--- config.mk ---
export PLATFORM = sky130hd
export DESIGN_NAME = data_ram_arbiter_flat
export DESIGN_NICKNAME = d
export VERILOG_FILES = /design/src/rtl/data_ram_arbiter_if.sv /design/src/rtl/data_ram_arbiter.sv /design/src/flat_wrapper.sv
export SDC_FILE = /design/constraint.sdc
export NUM_CORES = 1
export LEC_CHECK = 0
export ABC_CLOCK_PERIOD_IN_PS = 2400
export BUFFER_PORTS_ARGS = -buffer_cell sky130_fd_sc_hd__buf_2
export CAP_MARGIN = 20
export CORE_MARGIN = 3
export CORE_UTILIZATION = 45
export CTS_BUF_LIST = sky130_fd_sc_hd__clkbuf_4
export DETAILED_ROUTE_END_ITERATION = 16
export PLACE_DENSITY = 0.82
export SYNTH_ARGS = -nofsm -noshare
export SYNTH_HDL_FRONTEND = slang
export SYNTH_SLANG_ARGS = --single-unit
--- constraint.sdc ---
create_clock -name clk -period 2.4 [get_ports clk]
set_input_delay 0.48 -clock clk [delete_from_list [all_inputs] [get_ports clk]]
set_output_delay 0.48 -clock clk [all_outputs]
set_load 0.01 [all_outputs]
--- src/rtl/data_ram_arbiter_if.sv ---
// Bus bundle between the two RAM requesters, the arbiter and the single-port data RAM.
// The slave view belongs to the arbiter; the master view is the requesters plus RAM side.
interface data_ram_arbiter_if #(
    parameter int ADDR_W = 7,
    parameter int DATA_W = 8
);
    logic              p0_req;
    logic              p0_we;
    logic              p0_lock;
    logic [ADDR_W-1:0] p0_addr;
    logic [DATA_W-1:0] p0_wdata;
    logic              p0_gnt;
    logic              p0_rvalid;
    logic [DATA_W-1:0] p0_rdata;

    logic              p1_req;
    logic              p1_we;
    logic              p1_lock;
    logic [ADDR_W-1:0] p1_addr;
    logic [DATA_W-1:0] p1_wdata;
    logic              p1_gnt;
    logic              p1_rvalid;
    logic [DATA_W-1:0] p1_rdata;

    logic [ADDR_W-1:0] ram_addr;
    logic [DATA_W-1:0] ram_data;
    logic              ram_en;
    logic [DATA_W-1:0] ram_q;
    logic              lock_abort;

    modport slave (
        input  p0_req, p0_we, p0_lock, p0_addr, p0_wdata,
        input  p1_req, p1_we, p1_lock, p1_addr, p1_wdata,
        input  ram_q,
        output p0_gnt, p0_rvalid, p0_rdata,
        output p1_gnt, p1_rvalid, p1_rdata,
        output ram_addr, ram_data, ram_en, lock_abort
    );

    modport master (
        output p0_req, p0_we, p0_lock, p0_addr, p0_wdata,
        output p1_req, p1_we, p1_lock, p1_addr, p1_wdata,
        output ram_q,
        input  p0_gnt, p0_rvalid, p0_rdata,
        input  p1_gnt, p1_rvalid, p1_rdata,
        input  ram_addr, ram_data, ram_en, lock_abort
    );
endinterface

--- src/rtl/data_ram_arbiter.sv ---
// Two-port arbiter for the single-port 128x8 data RAM: CPU-first priority, starvation
// guard for the debug/DMA port, and a timed lock for read-modify-write sequences.
module data_ram_arbiter #(
    parameter int ADDR_W   = 7,
    parameter int DATA_W   = 8,
    parameter int MAX_WAIT = 4,
    parameter int LOCK_MAX = 8
) (
    input  logic                clk,
    input  logic                rst,
    data_ram_arbiter_if.slave   bus
);
    typedef enum logic [1:0] {IDLE, OWN0, OWN1} state_e;

    localparam logic [3:0] WAIT_LIM = 4'(MAX_WAIT);
    localparam logic [7:0] LOCK_LIM = 8'(LOCK_MAX);

    state_e            state_q, state_d;
    logic [3:0]        wait_cnt_q, wait_cnt_d;
    logic [7:0]        lock_cnt_q, lock_cnt_d;
    logic [ADDR_W-1:0] addr_q, addr_d;
    logic              rvalid0_q, rvalid0_d;
    logic              rvalid1_q, rvalid1_d;
    logic              gnt0, gnt1, abort;
    logic [ADDR_W-1:0] addr_mux;

    // Grant decision; everything is forced quiet while rst is high.
    always_comb begin
        gnt0  = 1'b0;
        gnt1  = 1'b0;
        abort = 1'b0;
        if (!rst) begin
            case (state_q)
                IDLE: begin
                    if (bus.p0_req && bus.p1_req) begin
                        if (wait_cnt_q == WAIT_LIM) gnt1 = 1'b1;
                        else                        gnt0 = 1'b1;
                    end else begin
                        gnt0 = bus.p0_req;
                        gnt1 = bus.p1_req;
                    end
                end
                OWN0: begin
                    gnt0  = bus.p0_req;
                    abort = (lock_cnt_q == LOCK_LIM);
                end
                OWN1: begin
                    gnt1  = bus.p1_req;
                    abort = (lock_cnt_q == LOCK_LIM);
                end
                default: ;
            endcase
        end
    end

    always_comb begin
        state_d    = state_q;
        lock_cnt_d = lock_cnt_q;
        case (state_q)
            IDLE: begin
                lock_cnt_d = '0;
                if (gnt0 && bus.p0_lock)      state_d = OWN0;
                else if (gnt1 && bus.p1_lock) state_d = OWN1;
            end
            OWN0: begin
                lock_cnt_d = lock_cnt_q + 8'd1;
                if (abort || !bus.p0_req || (gnt0 && !bus.p0_lock)) state_d = IDLE;
            end
            OWN1: begin
                lock_cnt_d = lock_cnt_q + 8'd1;
                if (abort || !bus.p1_req || (gnt1 && !bus.p1_lock)) state_d = IDLE;
            end
            default: state_d = IDLE;
        endcase

        wait_cnt_d = '0;
        if (bus.p1_req && !gnt1)
            wait_cnt_d = (wait_cnt_q == WAIT_LIM) ? wait_cnt_q : wait_cnt_q + 4'd1;

        if (rst)       addr_mux = '0;
        else if (gnt0) addr_mux = bus.p0_addr;
        else if (gnt1) addr_mux = bus.p1_addr;
        else           addr_mux = addr_q;
        addr_d = addr_mux;

        rvalid0_d = gnt0 && !bus.p0_we;
        rvalid1_d = gnt1 && !bus.p1_we;
    end

    always_comb begin
        bus.p0_gnt     = gnt0;
        bus.p1_gnt     = gnt1;
        bus.ram_addr   = addr_mux;
        bus.ram_data   = gnt0 ? bus.p0_wdata : (gnt1 ? bus.p1_wdata : '0);
        bus.ram_en     = (gnt0 && bus.p0_we) || (gnt1 && bus.p1_we);
        // Gating with rst drops a read return that is still in the register.
        bus.p0_rvalid  = rvalid0_q && !rst;
        bus.p1_rvalid  = rvalid1_q && !rst;
        bus.p0_rdata   = bus.ram_q;
        bus.p1_rdata   = bus.ram_q;
        bus.lock_abort = abort;
    end

    always_ff @(posedge clk) begin
        if (rst) begin
            state_q    <= IDLE;
            wait_cnt_q <= '0;
            lock_cnt_q <= '0;
            addr_q     <= '0;
            rvalid0_q  <= 1'b0;
            rvalid1_q  <= 1'b0;
        end else begin
            state_q    <= state_d;
            wait_cnt_q <= wait_cnt_d;
            lock_cnt_q <= lock_cnt_d;
            addr_q     <= addr_d;
            rvalid0_q  <= rvalid0_d;
            rvalid1_q  <= rvalid1_d;
        end
    end
endmodule

--- src/flat_wrapper.sv ---
// flat-port wrapper written by rule: the top's interface ports become plain ports
module data_ram_arbiter_flat 
#(
    parameter int ADDR_W   = 7,
    parameter int DATA_W   = 8,
    parameter int MAX_WAIT = 4,
    parameter int LOCK_MAX = 8
)
  (clk, rst, bus_p0_req, bus_p0_we, bus_p0_lock, bus_p0_addr, bus_p0_wdata, bus_p1_req, bus_p1_we, bus_p1_lock, bus_p1_addr, bus_p1_wdata, bus_ram_q, bus_p0_gnt, bus_p0_rvalid, bus_p0_rdata, bus_p1_gnt, bus_p1_rvalid, bus_p1_rdata, bus_ram_addr, bus_ram_data, bus_ram_en, bus_lock_abort);
  data_ram_arbiter_if #(.ADDR_W(ADDR_W), .DATA_W(DATA_W)) bus_i ();
  input  logic clk;
  input  logic rst;
  input wire logic [$bits(bus_i.p0_req)-1:0] bus_p0_req;
  input wire logic [$bits(bus_i.p0_we)-1:0] bus_p0_we;
  input wire logic [$bits(bus_i.p0_lock)-1:0] bus_p0_lock;
  input wire logic [$bits(bus_i.p0_addr)-1:0] bus_p0_addr;
  input wire logic [$bits(bus_i.p0_wdata)-1:0] bus_p0_wdata;
  input wire logic [$bits(bus_i.p1_req)-1:0] bus_p1_req;
  input wire logic [$bits(bus_i.p1_we)-1:0] bus_p1_we;
  input wire logic [$bits(bus_i.p1_lock)-1:0] bus_p1_lock;
  input wire logic [$bits(bus_i.p1_addr)-1:0] bus_p1_addr;
  input wire logic [$bits(bus_i.p1_wdata)-1:0] bus_p1_wdata;
  input wire logic [$bits(bus_i.ram_q)-1:0] bus_ram_q;
  output wire logic [$bits(bus_i.p0_gnt)-1:0] bus_p0_gnt;
  output wire logic [$bits(bus_i.p0_rvalid)-1:0] bus_p0_rvalid;
  output wire logic [$bits(bus_i.p0_rdata)-1:0] bus_p0_rdata;
  output wire logic [$bits(bus_i.p1_gnt)-1:0] bus_p1_gnt;
  output wire logic [$bits(bus_i.p1_rvalid)-1:0] bus_p1_rvalid;
  output wire logic [$bits(bus_i.p1_rdata)-1:0] bus_p1_rdata;
  output wire logic [$bits(bus_i.ram_addr)-1:0] bus_ram_addr;
  output wire logic [$bits(bus_i.ram_data)-1:0] bus_ram_data;
  output wire logic [$bits(bus_i.ram_en)-1:0] bus_ram_en;
  output wire logic [$bits(bus_i.lock_abort)-1:0] bus_lock_abort;
  assign bus_i.p0_req = bus_p0_req;
  assign bus_i.p0_we = bus_p0_we;
  assign bus_i.p0_lock = bus_p0_lock;
  assign bus_i.p0_addr = bus_p0_addr;
  assign bus_i.p0_wdata = bus_p0_wdata;
  assign bus_i.p1_req = bus_p1_req;
  assign bus_i.p1_we = bus_p1_we;
  assign bus_i.p1_lock = bus_p1_lock;
  assign bus_i.p1_addr = bus_p1_addr;
  assign bus_i.p1_wdata = bus_p1_wdata;
  assign bus_i.ram_q = bus_ram_q;
  assign bus_p0_gnt = bus_i.p0_gnt;
  assign bus_p0_rvalid = bus_i.p0_rvalid;
  assign bus_p0_rdata = bus_i.p0_rdata;
  assign bus_p1_gnt = bus_i.p1_gnt;
  assign bus_p1_rvalid = bus_i.p1_rvalid;
  assign bus_p1_rdata = bus_i.p1_rdata;
  assign bus_ram_addr = bus_i.ram_addr;
  assign bus_ram_data = bus_i.ram_data;
  assign bus_ram_en = bus_i.ram_en;
  assign bus_lock_abort = bus_i.lock_abort;
  data_ram_arbiter #(.ADDR_W(ADDR_W), .DATA_W(DATA_W), .MAX_WAIT(MAX_WAIT), .LOCK_MAX(LOCK_MAX)) u_core (.clk(clk), .rst(rst), .bus(bus_i));
endmodule
==> results.txt, run 1 <==
* Number of top-level design ports: 83
- Starting Density: 47.5%
- For the final database, setup skew stands at 0.0124 ns.
* Share of synthesized cell area in full adder, half adder and majority cells: 6.84%
* Final routed DRC violation total: 0
- At the pin with the least slew margin, the transition time is 0.609 ns.
* Instance count after placement with tap cells included: 253
- WP data required: 1.92 ns
- The worst register-to-register path ends at u_core.addr_q[4].
* Floorplan die height: 63.0 microns
- Data arrival time of the worst path: 2.20 ns
- The count of final hold-check violations is 0.
- Filler-free cell count of the finished design: 283
* Slack of the worst reg-to-reg path: -0.20 ns
- Critical Path End Type: output port
- After synthesis, the mean cell area works out to 8.97 sq um.
- Wire length of the first global-routing pass: 5710 microns
- The design draws 0.898 mW.
- RSZ-0062 raised after global routing: true
- Peak supply drop: 328 uV
- In the final layout, the share of cells above drive strength 1 is 54.0%.
- Proportion of synthesized area in mux cells: 11.5%
* Cell-by-cell listing of the critical path: inv_2 > ha_4 > nand4b_1 > a31oi_2 > buf_6 > mux2_4 > mux2i_4 > nor2_1 > buf_2
* Placer's final routability congestion estimate: 0.800
* Max Cap Viol: 0
* Utilization after layout: 70.0%
* Count of nets left with antenna violations after detail routing: 0
- Area fraction in compound gates after synthesis: 11.7%
- Sum of negative setup slack: -3.78 ns
* Area after detailed placement: 1730 sq um
- Measured against its own limit, the worst slew margin works out to 59.3%.
- On the worst path, the slowest cell contributes a delay of 0.37 ns.
- Simple logic cell fraction of the synthesized area: 20.7%
- Half-perimeter wire length after placement: 2440 microns
* Max Clk Rate: 373 MHz
- CTS tree: yes
- The number of max-slew violations in the final report came to 0.
- Violated checks: setup timing
- PnR worst setup slack: -0.282 ns
* Synthesized instance count: 163
- Leakage: 0.995 nW
- Final number of setup-violating endpoints: 17
- The flow ran to the end, but the final reports show violations.
- The layout has 219 filler cells.
* Number of clock buffers inserted by TritonCTS: 3
* Htree depth: 1
- Initial DRT Pass Iterations: 4
* Maximum number of pins on one net before global-route repair: 22
- After synthesis the cells add up to 1460 sq um.
- Summing all non-filler instances in the final layout gives an area of 2160 sq um.
* Hold wc startpoint: bus_p1_we
- Width of the die: 63.0 microns
- Power density over the cells: 417 nW/um^2
* CP bufs+invs: 3
- Average wire per standard cell: 15.6 microns
- Number of clock sinks: 23
- Via count of the first global-routing pass: 1292
- The worst setup path is launched from a register.
- Endpoint of the worst hold path: u_core.rvalid1_q
- Across all layers, the routed design uses 1431 vias.
- The share of the Yosys chip area taken by registers is 31.5%.
- After floorplanning, the core was sized to cover 3080 sq um.
- Worst hold margin: 0.309 ns
- Crit path max-delay family: multiplexers
* Instance count along the most critical hold path: 2
- Prior to clock tree synthesis, the placed netlist has a worst setup slack of -0.0807 ns.
- Total of flip-flops plus latches after synthesis: 23
- Counting cells, the worst reg-to-reg path comes to 16.
* Post-Syn Nets: 217
* Clock latency on the worst-skew pair: 0.31 ns
- YS warnings: 0
- The floorplan has 20 rows.
* Number of diodes: 0
* Crit Path Max Fanout: 7
- After synthesis, the largest family of logic cells by area is simple AND/OR/NAND/NOR gates.
- In the finished design, the share of the clock period the worst path needs comes to 112%.
- Slowest-stage cell, CP: sky130_fd_sc_hd__dfxtp_2
* GR Overflow Total: 0
- Clk pin slew, worst setup/hold paths: 0.14 ns
- Summing the areas of all xor and xnor instances in the mapped netlist gives 5.39% of the synthesized area.
- Clock period minus worst slack: 2.68 ns
- Path type of the worst min-delay path: input pin to register
- Ratio of routed vias to standard cells: 5.06
- Number of buffers inserted by hold repair at cts: 0
- Net total in the final layout: 294
- The floorplan step defined a die boundary enclosing 3970 sq um.
- The worst setup path is of the register to output port kind.
- Compared with the post-synthesis result, the final layout area differs by 47.4%.
- In this run, distinct cell masters in the synthesized netlist total 31.
* Buffers added on ports: 58
- The detailed router finished its first iteration with 67 violations.
* Initial antenna violation count: 0
- After detailed routing, the total wire length is 4410 microns.
- The clock passes through at most 2 buffers.
- The tree is rooted in a sky130_fd_sc_hd__clkbuf_4.
* Launching point of the worst reg2reg path: u_core.state_q[1]
* Number of gates on the worst path with buffers counted: 9
- For this run, the total global-route usage over all layers was measured as 17.4%.
-- layer usage --
layer	global-route usage [%]	vias to the layer above	wire length (microns)
met5	0	-	0
met4	4.41	0	76
met3	3.42	8	211
met2	29.1	43	2300
met1	22.7	688	1820
li1	-	692	-
-- power breakdown --
group | leakage, nW | switching (mW) | internal, mW
Sequential | 0.189 | 0.00555 | 0.396
Clock | 0.0177 | 0.122 | 0.0622
Combinational | 0.788 | 0.135 | 0.177
-- logic make-up (layout without fill, tap and decap cells) --
kind of cell	Yosys count	in the layout
and+or+nand+nor	59	59
AOI/OAI and AO/OA	19	19
buffers and inverters	29	105
DFF	23	23
adders and majority gates	8	8
xor gates and xnor gates	9	9
muxes	16	16
-- cell usage in the layout (no fill, tap or decap), types with 2 or more instances in the layout --
cell	netlist	layout
sky130_fd_sc_hd__mux2_4	0	7
sky130_fd_sc_hd__a21oi_1	4	4
sky130_fd_sc_hd__nor2_1	26	24
sky130_fd_sc_hd__nor3_1	2	2
sky130_fd_sc_hd__xor2_1	5	5
sky130_fd_sc_hd__inv_1	7	4
sky130_fd_sc_hd__xnor2_1	4	4
sky130_fd_sc_hd__and3_1	2	2
sky130_fd_sc_hd__nand2b_1	3	2
sky130_fd_sc_hd__nor2b_1	8	7
sky130_fd_sc_hd__ha_4	0	2
sky130_fd_sc_hd__nand4b_1	2	2
sky130_fd_sc_hd__mux2i_1	9	3
sky130_fd_sc_hd__ha_1	8	5
sky130_fd_sc_hd__dfxtp_2	0	4
sky130_fd_sc_hd__clkbuf_4	0	3
sky130_fd_sc_hd__mux2i_4	0	5
sky130_fd_sc_hd__buf_6	1	3
sky130_fd_sc_hd__a22o_1	9	9
sky130_fd_sc_hd__buf_2	3	58
sky130_fd_sc_hd__buf_4	16	30
sky130_fd_sc_hd__nand3_1	7	7
sky130_fd_sc_hd__dfxtp_1	23	19
sky130_fd_sc_hd__inv_2	0	3
sky130_fd_sc_hd__buf_12	0	2
sky130_fd_sc_hd__nand2_1	5	5
-- repair_timing --
action	in CTS	in global routing
cloned	0	1
gates resized for setup	19	26
pin swaps	9	13
setup endpoints to repair	16	17
setup buffers	16	10
-- Yosys cell counts, drive strengths merged --
library cell  number  area (sq um)
nand3              7          35.0
o21bai             1          7.51
a22o               9          78.8
mux2               7          78.8
xnor2              4          35.0
dfxtp             23           460
nand2b             3          18.8
mux2i              9          90.1
nand4b             2          17.5
buf               20           146
nand3b             1          20.0
nor4               1          6.26
nor2b              8          50.1
clkbuf             2          7.51
and3               2          12.5
a21oi              4          20.0
ha                 8           100
nor3b              1          7.51
and4               1          8.76
a31oi              1          12.5
a221o              1          10.0
nor3               2          10.0
nand2              5          18.8
a221oi             1          15.0
nor2              26          97.6
o221a              1          20.0
inv                7          26.3
xor2               5          43.8
o211ai             1          7.51
-- flip-flops by register name (all words and copies together), names as in the netlist --
register           cells
u_core.state_q         2
u_core.rvalid0_q       1
u_core.addr_q          7
u_core.wait_cnt_q      4
u_core.lock_cnt_q      8
u_core.rvalid1_q       1
-- area by class of cell --
type / count / area (sq um) / area share, %
Tap cell: 44 / 55.1 / 2.55
Timing Repair Buffer: 94 / 614 / 28.5
Inverter: 7 / 26.3 / 1.22
Clock buffer: 3 / 22.5 / 1.04
Multi-Input combinational cell: 111 / 967 / 44.9
Clock inverter: 1 / 5.00 / 0.232
Sequential cell: 23 / 465 / 21.6
-- worst max-delay path by stage --
stage                           end                 start  slack [ns]
global route        bus_ram_addr[3]  u_core.wait_cnt_q[0]       -0.39
detailed placement  bus_ram_data[0]     u_core.state_q[1]       -0.08
finish              bus_ram_addr[3]     u_core.state_q[1]       -0.28
floorplan           bus_ram_addr[1]     u_core.state_q[1]        0.12
global placement    bus_ram_data[7]            bus_p0_req        0.02
CTS                 bus_ram_addr[4]     u_core.state_q[1]       -0.15
-- worst register-to-register path, delay by kind of cell (launching register included) --
kind	cells	cell delay, ns
AOI/OAI and AO/OA	1	0.29
adders and majority gates	1	0.16
buffers and inverters	11	1.32
DFF	1	0.39
muxes	1	0.18
and+or+nand+nor	2	0.22
No activity file was read; power rests on OpenSTA's default activity.
==> run 2: changes to the inputs <==
Settings changed: REMOVE_ABC_BUFFERS set to 1.
==> run 2 against run 1 <==
Effect of this change: the run still ends with setup timing left; register-to-register slack improved by 0.24 ns; wire length is 12% lower; largest cell class unchanged; sequential power hardly changed; clock skew down 0.0098 ns; fmax decreased by 0.84%; critical path depth is the same; final cell count shrank 1.1%; count of clock-buffer cells in the layout unchanged; first-iteration DRC count fell by 31%; largest power group unchanged; die area stayed put; cell area decreased by 3.7%; sequential share of layout area up 0.77 points.
==> results.txt, run 2 (synthesis results as in run 1) <==
- The flow ran to the end, but the final reports show violations.
- Violated checks: setup timing
* Most common cell after layout, fill and taps aside: sky130_fd_sc_hd__buf_2
* Clock Skews: 0.00261 ns
* Hold Fails Final Rpt: 0
* Fraction of the cycle the final worst path needs: 113%
- GR Overflow Total: 0
- The smallest clock period supported by the final layout is computed as 2.70 ns.
- The library cells used most frequently in the layout, excluding fill and tap cells, are sky130_fd_sc_hd__buf_2 (58), sky130_fd_sc_hd__buf_4 (29), sky130_fd_sc_hd__nor2_1 (26).
- Once detailed placement completed, the half-perimeter wirelength came to 2510 microns.
- The clock passes through at most 2 buffers.
* Number of top-level design ports: 83
* Full die area: 3970 sq um
- Max Cap Viol: 0
* Initial DRC Count: 46
- Fraction of layout cells with a size suffix above 1: 50.4%
- At the worst endpoint, the arrival time is 2.22 ns.
- CTS placed an instance of sky130_fd_sc_hd__clkbuf_4 at the clock tree root.
- Startpoint Class: register
* Count of nets left with antenna violations after detail routing: 0
- Initial DRT Pass Iterations: 4
- Final hold analysis gives a worst-case slack of 0.319 ns.
- The worst setup path is captured at an output port.
- The worst setup path is of the register to output port kind.
- Top Registers: u_core.lock_cnt_q: 8 flops, u_core.addr_q: 7 flops, u_core.wait_cnt_q: 4 flops
- Peak supply drop: 221 uV
- Hold wc startpoint: bus_p1_we
* Via count of the first global-routing pass: 1300
* Flip-flop count of the largest register after layout: 8
* Final routed DRC violation total: 0
- Clk pin slew, worst setup/hold paths: 0.13 ns
- Cells fill 67.4% of the core in the end.
- The number of max-slew violations in the final report was 0.
- Cell depth of the worst flop-to-flop path: 14
- Total core area: 3080 sq um
* Placement row count: 20
* Floorplan die height: 63.0 microns
- With fillers left out, the area of the finished cells amounts to 2080 sq um.
* Placer's final routability congestion estimate: 0.838
- Buffers added on ports: 58
* Ratio of routed vias to standard cells: 5.10
- Initial antenna violation count: 0
- Clock latency on the worst-skew pair: 0.32 ns
- Entering global routing, the biggest net connects 22 pins.
- Slack of the worst reg-to-reg path: 0.04 ns
- Path type of the worst min-delay path: input pin to register
- Measured slew at the worst slew-check pin: 0.588 ns
- Crit Path Max Fanout: 5
- Summed over all failing endpoints, the final setup total negative slack is -3.08 ns.
* Htree depth: 1
- WP data required: 1.92 ns
* RSZ-0062 raised after global routing: true
- Final number of setup-violating endpoints: 15
* Endpoint of the most critical register-to-register path: u_core.addr_q[2]
- The routed design has 3870 microns of wire.
- Combined global-route utilization of all metal layers: 17.2%
* WL met1: 1460 microns
- In this run the critical register-to-register path is launched from u_core.wait_cnt_q[1].
* Width of the die: 63.0 microns
- Number of clock sinks: 23
- Filler-free cell count of the finished design: 280
* Net total in the final layout: 291
* Met2 layer wire length in the routed design: 1950 microns
- Once placement finished, the instance area stood at 1750 sq um.
- Number of diodes: 0
* WL met3: 432 microns
- DR top layer: met4
- Relative area change from synthesis to final layout: 41.9%
- Setup slack at placement: 0.0551 ns
- Power density over the cells: 417 nW/um^2
- Max-slew headroom: 60.7%
- In this run the static leakage power is 0.974 nW.
* PnR worst setup slack: -0.304 ns
* Wire length of the first global-routing pass: 5620 microns
- Vias post-DR: 1428
- Number of clock buffers inserted by TritonCTS: 3
- Endpoint of the worst hold path: u_core.rvalid1_q
* Register ranked first by flip-flop count: u_core.lock_cnt_q
- The worst hold path passes through 2 cells.
- Average wire per standard cell: 13.8 microns
- Instance count after placement with tap cells included: 253
* CTS tree: yes
- Static timing analysis puts the maximum clock frequency at 370 MHz.
- Starting Density: 47.5%
* PnR Total Power: 0.865 mW
[run 2: cell types whose count changed in the layout (fill, tap and decap cells not counted), sizes merged]
cell / delta
buf: -3
[run 2: worst max-delay path, cell delays in order (launching register included)]
cell and delay, ns:
sky130_fd_sc_hd__dfxtp_2 0.35, sky130_fd_sc_hd__inv_2 0.08, sky130_fd_sc_hd__ha_4 0.14, sky130_fd_sc_hd__nand4b_1 0.17, sky130_fd_sc_hd__a31oi_4 0.29, sky130_fd_sc_hd__buf_12 0.16
sky130_fd_sc_hd__mux2_4 0.30, sky130_fd_sc_hd__mux2i_1 0.21, sky130_fd_sc_hd__nor2_1 0.07, sky130_fd_sc_hd__buf_2 0.14
[run 2: layer usage]
layer | vias to the layer above | track usage (%)
li1 | 687 | -
met1 | 659 | 17.8
met2 | 77 | 30.8
met3 | 5 | 7.91
met4 | 0 | 4.96
met5 | - | 0
[run 2: how the worst max path moves through the flow]
stage / cells past startpoint / to / startpoint / slack [ns]
after global placement: 8 / bus_ram_addr[2] / bus_p0_req / 0.09
after global routing: 9 / bus_ram_addr[1] / u_core.wait_cnt_q[1] / -0.40
final: 9 / bus_ram_addr[1] / u_core.wait_cnt_q[1] / -0.30
after detailed placement: 8 / bus_ram_addr[1] / bus_p0_req / 0.06
after floorplan: 6 / bus_ram_data[0] / u_core.state_q[1] / -0.08
after CTS: 9 / bus_ram_addr[2] / u_core.state_q[0] / -0.21
[run 2: cell type report]
type	instances	area (sq um)
Fill cell	221	1000
Multi-Input combinational cell	111	918
Timing Repair Buffer	91	584
Sequential cell	23	464
Tap cell	44	55.1
Inverter	7	26.3
Clock buffer	3	22.5
Clock inverter	1	5.00
[run 2: report_power, final]
part           switching, mW  total (mW)  internal (mW)
logic                  0.118       0.279          0.162
registers            0.00592       0.402          0.396
clock network          0.121       0.184         0.0624
[run 2: timing repair]
action                     in CTS  in global routing
pin swaps                       2                  9
hold buffers                    0                  0
cloned                          0                  1
resized for setup               3                 23
setup endpoints to repair      15                 16
buffers inserted               15                  8
==> run 3: changes to the inputs <==
Settings changed: BUFFER_PORTS_ARGS -buffer_cell sky130_fd_sc_hd__buf_2 to -buffer_cell sky130_fd_sc_hd__clkbuf_2, CELL_PAD_IN_SITES_DETAIL_PLACEMENT set to 1, CELL_PAD_IN_SITES_GLOBAL_PLACEMENT set to 1, CORE_UTILIZATION 45 to 32, PLACE_DENSITY 0.82 to unset, PLACE_DENSITY_LB_ADDON set to 0.1.
==> run 3 against run 2 <==
Effect of this change: the run still ends with setup timing left; count of clock-buffer cells in the layout up 1; largest cell class unchanged; highest routed layer unchanged; first-iteration DRC count down 33%; critical path depth unchanged; largest power group unchanged; register-to-register slack worse by 0.24 ns; sequential power about the same; critical path type unchanged; wire length up 15%.
==> results.txt, run 3 (synthesis results as in run 1) <==
- Along the worst path, the maximum fanout reaches 12.
* Clock period minus worst slack: 2.69 ns
- Full die area: 5420 sq um
- PnR Total Power: 0.888 mW
- Critical setup path kind: register to output port
* Relative area change from synthesis to final layout: 43.6%
* Clock latency on the worst-skew pair: 0.32 ns
- Path type of the worst min-delay path: input pin to register
- Clk pin slew, worst setup/hold paths: 0.14 ns
* Max Cap Viol: 0
* Floorplan die height: 73.6 microns
- Most common cell after layout, fill and taps aside: sky130_fd_sc_hd__clkbuf_2
- In this run the clock root is driven by a sky130_fd_sc_hd__clkbuf_4.
- Placer's final routability congestion estimate: 0.726
- Global routing finished with a remaining overflow of 0.
* Register ranked first by flip-flop count: u_core.lock_cnt_q
* Number of clock buffers inserted by TritonCTS: 3
- Utilization after layout: 50.0%
- Worst hold margin: 0.314 ns
* Critical Path Source: u_core.state_q[0]
- Across all setup checks in the final design, the least slack found is -0.288 ns.
* Run status: finished with violations
- CTS tree: yes
- The checks that failed: setup timing.
* Peak supply drop: 259 uV
- Fraction of the cycle the final worst path needs: 112%
- Startpoint Class: register
- Net total in the final layout: 297
- The startpoint identified for the worst hold timing path is bus_p1_we.
- Once detailed placement completed, the half-perimeter wirelength came to 3160 microns.
- Total core area: 4200 sq um
- Hold Fails Final Rpt: 0
- Once the floorplan was initialized, standard cells occupied 34.8% of the core.
- In this run, placement finished with an instance count of 259.
* Htree depth: 1
- After routing, the total negative slack on setup checks comes to -3.74 ns.
- In this run, the number of DRC markers left after iteration 0 of detailed routing was 31.
* Top library cells by usage in the layout, fill and taps aside: sky130_fd_sc_hd__clkbuf_2 (57), sky130_fd_sc_hd__buf_4 (34), sky130_fd_sc_hd__nor2_1 (26)
- Critical Path End Type: output port
* Number of top-level design ports: 83
- Via count of the first global-routing pass: 1518
- Leakage: 0.994 nW
* Wire length of the first global-routing pass: 6930 microns
* Power density over the cells: 423 nW/um^2
* Ratio of routed vias to standard cells: 4.95
* Data arrival time of the worst path: 2.21 ns
* Maximum number of pins on one net before global-route repair: 16
- At the pin with the least slew margin, the transition time is 0.622 ns.
- The largest registers in the layout are u_core.lock_cnt_q: 8 flops, u_core.addr_q: 7 flops, u_core.wait_cnt_q: 4 flops.
- Setup repair after global routing could not meet its margin everywhere.
- Overall routed net length: 4470 microns
- Initial DRT Pass Iterations: 4
- In this run the cell area measured after placement is 1760 sq um.
- In the final routed layout, each cell accounts on average for 15.3 microns.
* Buffers added on ports: 58
* Number of buffers inserted by hold repair at cts: 0
- The initial antenna violation count was 0.
- Final Cell Area: 2100 sq um
* Slack of the worst reg-to-reg path: -0.20 ns
- In this run the critical register-to-register path is launched from u_core.state_q[1].
* Max Clk Rate: 372 MHz
- The routed layout has 1446 vias.
- Max-slew violation total from the final report: 0
* Clock Skews: 0.00932 ns
- Combined global-route utilization of all metal layers: 16.3%
* Clock buffer depth: 2
- Number of diodes: 0
* Final routed DRC violation total: 0
* Flip-flop count of the largest register after layout: 8
* Fraction of layout cells with a size suffix above 1: 49.2%
* WP data required: 1.92 ns
- Count of nets left with antenna violations after detail routing: 0
* Filler-free cell count of the finished design: 292
- Max-slew headroom: 58.4%
- At the placement stage, the worst setup path has a slack of -0.0728 ns.
- In this run the horizontal extent of the chip is 73.6 microns.
- In this run the core area contains 23 standard-cell rows.
- Setup violations remaining at the end of the flow were counted as 17.
* Number of clock sinks: 23
## run 3: cell count changes in the layout (fill, tap and decap cells not counted), moves of 5 or more
cell                       previous run  this run
sky130_fd_sc_hd__mux2_1               0         6
sky130_fd_sc_hd__buf_2               58         1
sky130_fd_sc_hd__buf_4               29        34
sky130_fd_sc_hd__clkbuf_2             0        57
sky130_fd_sc_hd__mux2_4               7         0
## run 3: final cells by class
type | count | area, sq um
Clock buffer | 4 | 30.0
Fill cell | 512 | 2100
Inverter | 7 | 26.3
Multi-Input combinational cell | 111 | 872
Sequential cell | 23 | 465
Tap cell | 50 | 62.6
Timing Repair Buffer | 97 | 644
## run 3: where the power goes
part	switching (mW)	total, mW	internal [mW]
combinational	0.121	0.284	0.163
sequential	0.00525	0.402	0.396
clock	0.126	0.202	0.0764
total	0.252	0.888	0.635
## run 3: path summary, 6_finish.rpt
| path | cells after the start | to |
|---|---|---|
| setup reg to reg | 17 | u_core.addr_q[4] |
| hold / removal | 2 | u_core.rvalid1_q |
| setup / recovery | 9 | bus_ram_addr[4] |
| hold reg to reg | 2 | u_core.lock_cnt_q[7] |
## run 3: metal layers
layer / wire (microns) / GRT usage, % / up-vias
met5: 0 / 0 / -
met3: 384 / 4.92 / 2
li1: - / - / 697
met4: 24 / 3.02 / 0
met2: 2380 / 31.5 / 63
met1: 1680 / 17.2 / 684
## run 3: timing repair
item,in CTS,in global routing
hold endpoints to repair,0,0
buffers inserted,21,7
setup endpoints to repair,16,17
gates cloned,1,0
pin swaps,1,3
resized for setup,14,6
## run 3: critical path, cell delays in order (launching register included)
cell and delay [ns]:
sky130_fd_sc_hd__dfxtp_2 0.36, sky130_fd_sc_hd__inv_2 0.08, sky130_fd_sc_hd__ha_4 0.16, sky130_fd_sc_hd__nand4b_1 0.17
sky130_fd_sc_hd__a31oi_4 0.20, sky130_fd_sc_hd__buf_12 0.16, sky130_fd_sc_hd__mux2_1 0.34, sky130_fd_sc_hd__mux2i_1 0.22
sky130_fd_sc_hd__nor2_1 0.07, sky130_fd_sc_hd__clkbuf_2 0.13
